[src/rtl/rock_ctrl.sv]
// rock_ctrl: averages heart-rate/cry-volume samples and ramps cradle rocking amplitude/frequency.
// Optional build macro ROCK_WATCHDOG_EN adds a sensor-silence watchdog (fault output).
`default_nettype none

module rock_ctrl #(
  parameter int SENS_W     = 8,
  parameter int OUT_W      = 3,
  parameter int AVG_LOG2   = 2,
  parameter int HR_HI      = 140,
  parameter int CRY_HI     = 100,
  parameter int STEP_TICKS = 4,
  parameter int CALM_TICKS = 8,
  parameter int WD_TICKS   = 16
) (
  input  logic              clk,
  input  logic              reset,
  input  logic              tick,
  input  logic              sample_valid,
  input  logic [SENS_W-1:0] hartslag,
  input  logic [SENS_W-1:0] huil_vol,
  output logic [OUT_W-1:0]  amp,
  output logic [OUT_W-1:0]  freq,
  output logic [1:0]        state,
  output logic              fault
);

  localparam int ACC_W  = SENS_W + AVG_LOG2;
  localparam int CNT_W  = (AVG_LOG2 > 0) ? AVG_LOG2 : 1;
  localparam int STEP_W = (STEP_TICKS > 1) ? $clog2(STEP_TICKS) : 1;
  localparam int CALM_W = $clog2(CALM_TICKS + 1);

  localparam logic [CNT_W-1:0]  CNT_LAST  = CNT_W'((1 << AVG_LOG2) - 1);
  localparam logic [STEP_W-1:0] STEP_LAST = STEP_W'(STEP_TICKS - 1);
  localparam logic [CALM_W-1:0] CALM_END  = CALM_W'(CALM_TICKS);
  localparam logic [SENS_W-1:0] HR_TH     = SENS_W'(HR_HI);
  localparam logic [SENS_W-1:0] CRY_TH    = SENS_W'(CRY_HI);
  localparam logic [OUT_W-1:0]  CODE_MAX  = {OUT_W{1'b1}};

  typedef enum logic [1:0] {
    IDLE      = 2'd0,
    RAMP_UP   = 2'd1,
    HOLD      = 2'd2,
    RAMP_DOWN = 2'd3
  } state_t;

  state_t             cur_state, nxt_state;
  logic [ACC_W-1:0]   acc_hr, acc_cry;
  logic [ACC_W-1:0]   hr_sum, cry_sum;
  logic [CNT_W-1:0]   smp_cnt;
  logic [SENS_W-1:0]  hr_avg, cry_avg;
  logic [STEP_W-1:0]  step_cnt, step_nxt;
  logic [CALM_W-1:0]  calm_cnt, calm_nxt;
  logic [OUT_W-1:0]   amp_nxt, freq_nxt;
  logic [OUT_W-1:0]   amp_dn, freq_dn;
  logic               stress;
  logic               wd_hit;

  assign hr_sum  = acc_hr + ACC_W'(hartslag);
  assign cry_sum = acc_cry + ACC_W'(huil_vol);

  always_ff @(posedge clk or posedge reset) begin
    if (reset) begin
      acc_hr  <= '0;
      acc_cry <= '0;
      smp_cnt <= '0;
      hr_avg  <= '0;
      cry_avg <= '0;
    end else if (wd_hit) begin
      acc_hr  <= '0;
      acc_cry <= '0;
      smp_cnt <= '0;
      hr_avg  <= '0;
      cry_avg <= '0;
    end else if (sample_valid) begin
      if (smp_cnt == CNT_LAST) begin
        // Window complete: the current sample is folded into this average.
        hr_avg  <= hr_sum[ACC_W-1:AVG_LOG2];
        cry_avg <= cry_sum[ACC_W-1:AVG_LOG2];
        acc_hr  <= '0;
        acc_cry <= '0;
        smp_cnt <= '0;
      end else begin
        acc_hr  <= hr_sum;
        acc_cry <= cry_sum;
        smp_cnt <= smp_cnt + 1'b1;
      end
    end
  end

  // Registered averages only, so a same-cycle sample never affects this tick.
  assign stress = ((hr_avg > HR_TH) || (cry_avg > CRY_TH)) && !wd_hit && !fault;

`ifdef ROCK_WATCHDOG_EN
  localparam int WD_W = $clog2(WD_TICKS + 1);
  localparam logic [WD_W-1:0] WD_LAST = WD_W'(WD_TICKS - 1);
  localparam logic [WD_W-1:0] WD_END  = WD_W'(WD_TICKS);

  logic [WD_W-1:0] wd_cnt;

  assign wd_hit = tick && !sample_valid && (wd_cnt == WD_LAST);

  always_ff @(posedge clk or posedge reset) begin
    if (reset) begin
      wd_cnt <= '0;
      fault  <= 1'b0;
    end else if (sample_valid) begin
      wd_cnt <= '0;
      fault  <= 1'b0;
    end else if (tick && (wd_cnt != WD_END)) begin
      wd_cnt <= wd_cnt + 1'b1;
      if (wd_hit) fault <= 1'b1;
    end
  end
`else
  assign wd_hit = 1'b0;
  assign fault  = 1'b0;
`endif

  assign amp_dn  = (amp == '0) ? amp : amp - 1'b1;
  assign freq_dn = (freq == '0) ? freq : freq - 1'b1;

  always_ff @(posedge clk or posedge reset) begin
    if (reset) begin
      cur_state <= IDLE;
      amp       <= '0;
      freq      <= '0;
      step_cnt  <= '0;
      calm_cnt  <= '0;
    end else begin
      cur_state <= nxt_state;
      amp       <= amp_nxt;
      freq      <= freq_nxt;
      step_cnt  <= step_nxt;
      calm_cnt  <= calm_nxt;
    end
  end

  always_comb begin
    nxt_state = cur_state;
    amp_nxt   = amp;
    freq_nxt  = freq;
    step_nxt  = step_cnt;
    calm_nxt  = calm_cnt;
    if (tick) begin
      case (cur_state)
        IDLE: begin
          if (stress) begin
            nxt_state = RAMP_UP;
            step_nxt  = '0;
          end
        end
        RAMP_UP: begin
          if (wd_hit) begin
            nxt_state = RAMP_DOWN;
            step_nxt  = '0;
          end else if (stress) begin
            if (step_cnt == STEP_LAST) begin
              step_nxt = '0;
              amp_nxt  = (amp == CODE_MAX) ? amp : amp + 1'b1;
              freq_nxt = (freq == CODE_MAX) ? freq : freq + 1'b1;
            end else begin
              step_nxt = step_cnt + 1'b1;
            end
          end else begin
            nxt_state = HOLD;
            calm_nxt  = '0;
          end
        end
        HOLD: begin
          if (wd_hit) begin
            nxt_state = RAMP_DOWN;
            step_nxt  = '0;
          end else if (stress) begin
            nxt_state = RAMP_UP;
            step_nxt  = '0;
          end else begin
            calm_nxt = calm_cnt + 1'b1;
            if (calm_cnt + 1'b1 == CALM_END) begin
              nxt_state = RAMP_DOWN;
              step_nxt  = '0;
            end
          end
        end
        default: begin
          if (stress) begin
            nxt_state = RAMP_UP;
            step_nxt  = '0;
          end else if (step_cnt == STEP_LAST) begin
            step_nxt = '0;
            amp_nxt  = amp_dn;
            freq_nxt = freq_dn;
            if ((amp_dn == '0) && (freq_dn == '0)) nxt_state = IDLE;
          end else begin
            step_nxt = step_cnt + 1'b1;
          end
        end
      endcase
    end
  end

  assign state = cur_state;

endmodule

`default_nettype wire
[config.mk]
export PLATFORM = sky130hd
export DESIGN_NAME = rock_ctrl
export DESIGN_NICKNAME = d
export VERILOG_FILES = /design/src/rtl/rock_ctrl.sv
export SDC_FILE = /design/constraint.sdc
export NUM_CORES = 1
export LEC_CHECK = 0
export ABC_AREA = 1
export BUFFER_PORTS_ARGS = -buffer_cell sky130_fd_sc_hd__clkbuf_2
export CAP_MARGIN = 5
export CORE_MARGIN = 2
export CORE_UTILIZATION = 29
export DETAILED_ROUTE_END_ITERATION = 10
export PLACE_DENSITY = 0.46
export SETUP_SLACK_MARGIN = 0.1
export SLEW_MARGIN = 10
export SYNTH_ARGS = -nofsm -noshare
export SYNTH_HDL_FRONTEND = slang
export SYNTH_SLANG_ARGS = --single-unit
[constraint.sdc]
create_clock -name clk -period 2.2 [get_ports clk]
set_input_delay 0.22 -clock clk [delete_from_list [all_inputs] [get_ports clk]]
set_output_delay 0.22 -clock clk [all_outputs]
set_load 0.005 [all_outputs]
---- After elaboration in Yosys (flattened, before gate mapping) ----
Index checks and enable logic that the tools add are counted.
storage, ports and cells
  flip-flop bits (word level) ............. 52
  input bits .............................. 20
  output and inout bits ................... 9
  logic and storage cells ................. 89
operators by class
  add/subtract/negate cells ............... 9
  order comparisons ....................... 2
  equality and inequality tests ........... 15
  muxes and demuxes ....................... 35
  bitwise logic cells ..................... 1
  reduce and logical (&&, ||, !) cells .... 17
operators with widths
  operator                                                                         count
  3-bit two-way mux                                                                12
  2-bit two-way mux                                                                14
  10-bit by 8-bit adder with 10-bit output                                         2
  10-bit two-way mux                                                               2
  6-bit AND reduction                                                              3
  3-bit logical NOT                                                                4
  2-bit != test, second input constant                                             6
  2-bit case mux with 3 select lines                                               2
  3-bit case mux with 2 select lines                                               2
  8-bit by 7-bit greater-than comparator with 1-bit output, second input constant  1
  8-bit greater-than comparator, second input constant                             1
  4-bit two-way mux                                                                2
  4-bit case mux with 2 select lines                                               1
  4-bit AND reduction                                                              2
  4-bit nonzero test                                                               2
  3-bit by 1-bit adder with 3-bit output, second input constant                    2
  2-bit equality test, second input constant                                       3
  3-bit equality test, second input constant                                       2
  3-bit by 1-bit subtractor with 3-bit output, second input constant               2
  2-bit by 1-bit adder with 2-bit output, second input constant                    2
  4-bit by 1-bit adder with 4-bit output, second input constant                    1
  4-bit equality test, second input constant                                       1
  3-bit != test, second input constant                                             1
  2-bit by 1-bit equality test with 1-bit output, second input constant            1
  8 further kinds                                                                  8

---- Depth between registers and ports, before layout ----
Gate-level depths: netlist of run 1.
  depth in word-level cells ............... 8
  gate-level depth with buffers ........... 12
  gate-level depth less buffers ........... 12

---- Worst setup path after synthesis of run 1 ----
Ideal clock, no wire load.
  path type ............................... reg-to-reg
  from .................................... reg acc_cry[0]
  to ...................................... reg cry_avg[6]
  setup time .............................. 0.118 ns
  data arrival time ....................... 1.705 ns
  slack ................................... 0.377 ns
  cell stages (with the launch flop) ...... 10
  path buffers ............................ 0
  clock period less this slack ............ 1.823 ns
  cell sequence ........................... dfrtp_1 > ha_1 > fa_1 > nand3_1 > nand3_1 > nand4_1 > nand3_1 > or2_2 > nand3_1 > nand2_1
between the ends
  longest elaborated chain between the ends .. 1
ends and longest elaborated chain
  item                                      line  RTL
  start: declaration                        47    logic [ACC_W-1:0] acc_hr, acc_cry;
  start signal: assignment                  84    acc_cry <= cry_sum;
  10-bit by 8-bit adder with 10-bit output  59    assign cry_sum = acc_cry + ACC_W'(huil_vol);
  end signal: assignment                    78    cry_avg <= cry_sum[ACC_W-1:AVG_LOG2];
  end: declaration                          50    logic [SENS_W-1:0] hr_avg, cry_avg;
No other way between the ends.
A chain may end at the register's enable or synchronous reset.

---- Worst setup path in the final report of run 1 ----
  from .................................... reg acc_hr[0]
  to ...................................... reg acc_hr[8]
between the ends
  longest elaborated chain between the ends .. 2
ends and longest elaborated chain
  item                                      line  RTL
  start: declaration                        47
  start signal: assignment                  83    acc_hr <= hr_sum;
  10-bit by 8-bit adder with 10-bit output  58    assign hr_sum = acc_hr + ACC_W'(hartslag);
  10-bit two-way mux                        75    if (smp_cnt == CNT_LAST) begin
No other way between the ends.

==> impl_results.md, run 1 <==
- Root Driver: clkbuf_16
- Cell area power density: 1270 nW/um^2
- Flop2flop setup slack: 270 ps
- Clock transition at path regs: 80 ps
- Power Internal: 2.799 mW
- Boundary pin count: 29
- Final Cycle Share: 0.8788
- Logic pwr share: 0.515
- Rel. slew slack: 0.6468
- Slew @ Worst Pin: 529.2 ps
- Final hold vios: 0
- Global-route wire length before repair: 13140 um
- Gate Count Post-Synth: 450
- Sw frac: 0.4465
- CP arrival: 2120 ps
- Clk sinks: 52
- Outcome: completed
- Sequential power share: 0.327
- Core ar.: 11560 um^2
- Antenna-violating nets left: 0
- CP max stage delay: 420 ps
- Setup violators final: 0
- DRC viols: 0
- RSZ-0062 raised after global routing: true
- Rows: 39
- Met2 GRT Util: 0.2024
- Post-synthesis cell area: 3471 um^2
- Drt total wl: 7483 um
- Die Y: 113.4 um
- DP Area: 3802 um^2
- Synth top area cells: dfrtp_1 (37%), nand2_1 (14%), ha_1 (12%)
- Layout Skew: 7.008 ps
- FILL cells: 1208
- Starting Density: 0.3001
- Nets: 536
- Most Crowded Layer GR: met2
- Async S/R FF share, synth: 1.000
- DRT Pass-1 Iters: 4
- Clock share of power: 0.158
- CTS tree: built
- GRT Util Overall: 0.1263
- Chip Width: 113.4 um
- Req. time, crit path: 2390 ps
- Routed wire per std cell: 11.95 um
- Most common cell in the netlist: nand2_1
- Startpoint types: flip-flop
- Final core utilization: 0.3444
- GP Congestion: 0.8483
- Switch Pwr: 2.258 mW
- Slew Limit Fails: 0
- EDFF count, synth: 0
- Post-Route Setup TNS: 0 ps
- Distinct cells, synth: 34
- Number of vias per cell: 4.506
- Clk_lat worst skew: 300 ps
- HP Class: in -> reg
- Mean post-synth cell area: 7.713 um^2
- Initial antenna violation count: 0
- #FFs+latches synth: 52
- GRT Residual Overflow: 0
- DPL Wire Length: 5588 um
- Vias in the first global route: 2773
- Met3 global-route usage: 0.02232
- Top achievable clock speed: 517.2 MHz
- Most frequent cells after synthesis: nand2_1 (127), dfrtp_1 (52), nand3_1 (51)
- Post-synth top flop: dfrtp_1
- I/O Buffers: 27
- Area growth from synthesis to layout: 14.74%
- Share of layout cells above drive strength 1: 0.1491
- Crit Path Class: reg -> reg
- Slowest cell on crit path: fa_1
- CP cell instances: ha_1, fa_1, nand3_1, nand3_2, nand4_1, nand3_1, or2_2, nand3_1, nand2_1
- Leakage power: 2.041 nW
- Cts bufs inserted: 5
- Worst VDD drop: 0.3853 mV
- Inserted Diodes: 0
- Number of H-tree levels: 2
- Synth area leader: dfrtp_1
- Minimum clock period: 1933 ps
- Setup Buffers After CTS: 0
- Met1 GRT Util: 0.1765
- Final std cell area, no fill: 3983 um^2
- Worst-path fanout max: 3
- Maxcap violations: 0
- Sequential area share after synthesis: 0.3749
- Top-area cell type share of the netlist area: 0.3749
- Crit path top cell by count: nand3_1
- Yosys Warn Count: 0
- Initial DRC Count: 152
- Vias: 2821
- Die ar.: 12860 um^2
- Largest net degree at the start of global routing: 39
- Clk buf depth: 2
- Crit. End Element: flip-flop
- Mapped Nets: 504
-- layer usage --
metal	vias to the layer above	share of wire
met4	0	0.012
met3	7	0.020
met1	1253	0.51
li1	1537	-
met5	-	0
met2	24	0.46
-- registers in the layout (all words and copies together), names as in the netlist --
name	cells
step_cnt	2
amp	3
smp_cnt	2
acc_cry	10
calm_cnt	4
state	2
hr_avg	8
cry_avg	8
acc_hr	10
freq	3
-- cells by family after synthesis --
group,share of synthesized area
XOR/XNOR,0.02271
AO/OA/AOI/OAI,0.1132
other,0.001080
adder cells (fa/ha/maj),0.1269
flip-flops,0.3749
AND/OR/NAND/NOR,0.2956
buffers and inverters,0.06561
-- path summary, 6_finish.rpt --
path / startpoint / end / depth (start not counted)
worst max-delay path: acc_hr[0] / acc_hr[8] / 9
worst min-delay path: sample_valid / acc_cry[9] / 2
worst max register to register: acc_hr[0] / acc_hr[8] / 9
worst min register to register: smp_cnt[1] / smp_cnt[1] / 2
max in group asynchronous: reset / acc_hr[3] / 4
min in group asynchronous: reset / freq[1] / 3
-- worst max-delay path: cells and delay by family (launching register included) --
family | cells | cell delay (ps)
AND/OR/NAND/NOR | 7 | 800
flip-flops | 1 | 380
adder cells (fa/ha/maj) | 2 | 640
-- layout by cell type (no fill, tap or decap), drive strengths merged --
cell type and n:
a21boi 1, a21oi 14, a22o 4, a22oi 1, buf 6, clkbuf 32, clkinv 2, conb 1
dfrtp 52, dlygate4sd3 1, fa 2, ha 32, inv 51, nand2 133, nand3 51, nand3b 2
nand4 4, nor2 24, nor3 1, o211ai 1, o21ai 47, o21bai 2, or2 10, xnor2 4
xor2 5
-- power groups by stage --
stage / Clock [mW] / Combinational (mW) / Sequential, mW
finish: 0.800 / 2.60 / 1.65
global route: 0.880 / 3.02 / 1.72
CTS: 0.846 / 2.61 / 1.66
detailed placement: 0 / 2.59 / 1.67
global placement: 0 / 2.57 / 1.66
floorplan: 0 / 2.05 / 1.60
-- per-stage QoR --
stage | hold slack, ps | setup WS [ps] | total power, mW | instances
2_1_floorplan | 327.3 | 377.1 | 3.648 | 450
3_3_place_gp | 209.9 | 263.3 | 4.232 | 617
3_5_place_dp | 210.1 | 223.4 | 4.263 | 617
4_1_cts | 163.3 | 213.5 | 5.110 | 626
5_1_grt | 185.6 | 48.52 | 5.620 | 626
6_report | 169.9 | 266.7 | 5.057 | 626
-- repair_timing --
| action | 4_1_cts | 5_1_grt |
|---|---|---|
| endpoints found under the hold margin | 14 | 0 |
| hold buffers | 1 | 0 |
| endpoints found under the setup margin | 0 | 5 |
| resized for setup | 0 | 6 |
-- cell type report --
class,instances,area [um^2],area share
clock inverters,3,22.52,0.005655
multi-input cells,339,1964,0.4932
clock buffers,5,125.1,0.03142
flip-flops and latches,52,1301,0.3267
well taps,143,178.9,0.04493
inverters,50,187.7,0.04713
repair buffers,34,202.7,0.05090
Power figures use the tool's default switching activity.
==> run 2, diff against run 1 <==
--- a/config.mk
+++ b/config.mk
@@ -5,7 +5,7 @@
 export SDC_FILE = /design/constraint.sdc
 export NUM_CORES = 1
 export LEC_CHECK = 0
-export ABC_AREA = 1
+export ABC_AREA = 0
 export BUFFER_PORTS_ARGS = -buffer_cell sky130_fd_sc_hd__clkbuf_2
 export CAP_MARGIN = 5
 export CORE_MARGIN = 2
==> run 2 against run 1 <==
Against the previous run:
- non-clock buffer count increased by 18
- critical endpoint is now hr_avg[6]
- die area shrank 5.5%
- routed wire length decreased by 8.7%
- combinational power up 15%
- sequential power hardly changed
- final cell count is 15% lower
==> impl_results.md, run 2 <==
- Number of H-tree levels: 2
- Mean post-synth cell area: 9.487 um^2
- Startpoint types: flip-flop
- Dpl ws: 13.91 ps
- Most frequent cells after synthesis: dfrtp_1 (52), nand2_1 (36), inv_1 (33)
- GRT Residual Overflow: 0
- Vias: 2548
- Global-route wire length before repair: 11650 um
- I/O Buffers: 27
- Post-synth top flop: dfrtp_1
- Routed wire per std cell: 12.84 um
- Distinct cells, synth: 50
- Most common cell in the netlist: dfrtp_1
- Maxcap violations: 0
- Biggest regs: acc_cry x10, acc_hr x10
- Top achievable clock speed: 459.4 MHz
- Clock transition at path regs: 70 ps
- Clk buf depth: 2
- Minimum clock period: 2177 ps
- Most frequent cells in the layout: dfrtp_1 (52), nand2_1 (36), inv_1 (32)
- Synth top area cells: dfrtp_1 (40%), ha_1 (12%), nand2_1 (4.1%)
- Drt total wl: 6830 um
- Area occupied by multi-input gates: 1944 um^2
- Top-area cell type share of the netlist area: 0.3976
- Worst setup margin: 23.10 ps
- HP Class: in -> reg
- Inserted Diodes: 0
- Nets: 446
- DPL Wire Length: 5163 um
- CTS tree: built
- Crit Path Class: reg -> reg
- Yosys Warn Count: 0
- Register area: 1301 um^2
- Die Y: 110.2 um
- DRT Pass-1 Iters: 4
- Final Non-Filler Cells: 532
- Share of layout cells above drive strength 1: 0.2372
- #FFs+latches synth: 52
- Flop2flop setup slack: 20 ps
- Largest net degree at the start of global routing: 25
- Chip Width: 110.2 um
- EDFF count, synth: 0
- GP Congestion: 0.7721
- Slew Limit Fails: 0
- CP arrival: 2360 ps
- Initial DRC Count: 125
- Rows: 38
- Reg2reg path depth: 8
- GRT Util Overall: 0.1220
- Slowest cell on crit path: dfrtp_1
- Mapped Nets: 399
- RR Startpoint: acc_hr[0]
- Crit. End Element: flip-flop
- Sequential area share after synthesis: 0.3976
- Starting Density: 0.2993
- Async S/R FF share, synth: 1.000
- CP max stage delay: 410 ps
- Leading cell type in the layout, fill and taps excluded: dfrtp_1
- Synth area leader: dfrtp_1
- Area growth from synthesis to layout: 22.44%
- Boundary pin count: 29
- Outcome: completed
- Antenna-violating nets left: 0
- Root Driver: clkbuf_16
- Cts bufs inserted: 5
- Worst VDD drop: 0.4587 mV
- Placed cell count: 517
- Final Cycle Share: 0.9895
- Req. time, crit path: 2380 ps
- Initial antenna violation count: 0
- Gate Count Post-Synth: 345
- RSZ-0062 raised after global routing: true
- FF-to-FF End: hr_avg[6]
- Clk sinks: 52
- Vias in the first global route: 2532
- DP Area: 3674 um^2
- Number of vias per cell: 4.789
- Worst-path fanout max: 2
- Critical Path Sink: hr_avg[6]
- Layout Skew: 6.357 ps
- CP startpoint: acc_hr[0]
- Post-synthesis cell area: 3273 um^2
- CP cell instances: ha_4, fa_2, a21o_1, a221o_1, o41ai_4, buf_4, xnor2_2, o21ai_1
- DRC viols: 0
- Leakage power: 1.910 nW
- Cell area power density: 1353 nW/um^2
- FILL cells: 1122
- Setup violators final: 0
- Core ar.: 10940 um^2
- Final std cell area, no fill: 4008 um^2
- Final hold vios: 0
- Die ar.: 12150 um^2
- Clk_lat worst skew: 290 ps
## run 2: changes by cell type after synthesis, moves of 6 or more
cell / previous run / this run
nand3_1: 51 / 7
inv_1: 48 / 33
or2_2: 9 / 2
o22ai_1: 0 / 17
mux2i_1: 0 / 6
mux2_2: 0 / 6
nand2_1: 127 / 36
o21ai_1: 8 / 1
o21ai_0: 37 / 26
xnor2_1: 4 / 10
nor3_1: 0 / 7
## run 2: worst min path at each step
stage | cells past startpoint | to | start
floorplan | 2 | cry_avg[2] | cry_avg[2]
global placement | 2 | calm_cnt[2] | reset
detailed placement | 2 | calm_cnt[3] | reset
CTS | 2 | acc_cry[5] | sample_valid
global route | 2 | acc_cry[5] | sample_valid
finish | 2 | acc_cry[5] | sample_valid
## run 2: worst max-delay path: cells and delay by family, from the launching register on
family,cells,cell delay [ps]
adders and majority gates,2,520
xor gates and xnor gates,1,100
AOI/OAI and AO/OA,4,850
DFF,1,410
buffers and inverters,1,190
## run 2: where the power goes
| part | switching (mW) | internal (mW) |
|---|---|---|
| registers | 0.298 | 1.37 |
| clock network | 0.335 | 0.415 |
| logic | 1.55 | 1.45 |
| total | 2.18 | 3.24 |
## run 2: routing by layer
metal / global-route usage / share of wire / vias to the layer above
met3: 0.02646 / 0.033 / 9
met4: 0.03482 / 0.014 / 0
li1: - / - / 1308
met5: 0 / 0 / -
met2: 0.2016 / 0.47 / 31
met1: 0.1609 / 0.48 / 1200
## run 2: final cells by class
type / count / share of cell area
clock buffers: 6 / 0.03216
clock inverters: 1 / 0.001249
inverters: 33 / 0.03091
multi-input cells: 248 / 0.4852
flip-flops and latches: 52 / 0.3247
well taps: 140 / 0.04371
repair buffers: 52 / 0.08211
## run 2: what timing repair did
item / in CTS / in global routing
hold buffers: 1 / 0
endpoints found under the setup margin: 6 / 13
gates resized for setup: 7 / 19
buffers inserted: 4 / 3
pin swaps: 0 / 12
endpoints found under the hold margin: 7 / 0
## run 2: metrics by stage
| stage | hold WS (ps) | util | setup TNS [ps] | total power [mW] |
|---|---|---|---|---|
| 4_1_cts | 306.0 | 0.3554 | 0 | 5.305 |
| 3_3_place_gp | 132.9 | 0.3359 | 0 | 4.372 |
| 3_5_place_dp | 136.7 | 0.3359 | 0 | 4.413 |
| 6_report | 306.9 | 0.3665 | 0 | 5.421 |
| 5_1_grt | 343.5 | 0.3665 | -135.0 | 5.977 |
| 2_1_floorplan | 443.6 | - | 0 | 3.695 |
## run 2: cell families (layout without fill, tap and decap cells)
kind of cell | Yosys count | count (layout) | synth area share
AO/OA/AOI/OAI | 92 | 92 | 0.1900
other | 1 | 1 | 0.001146
multiplexers | 14 | 14 | 0.04702
XOR/XNOR | 18 | 18 | 0.04816
AND/OR/NAND/NOR | 89 | 89 | 0.1284
buffers and inverters | 45 | 92 | 0.05314
flip-flops | 52 | 52 | 0.3976
adder cells (fa/ha/maj) | 34 | 34 | 0.1346
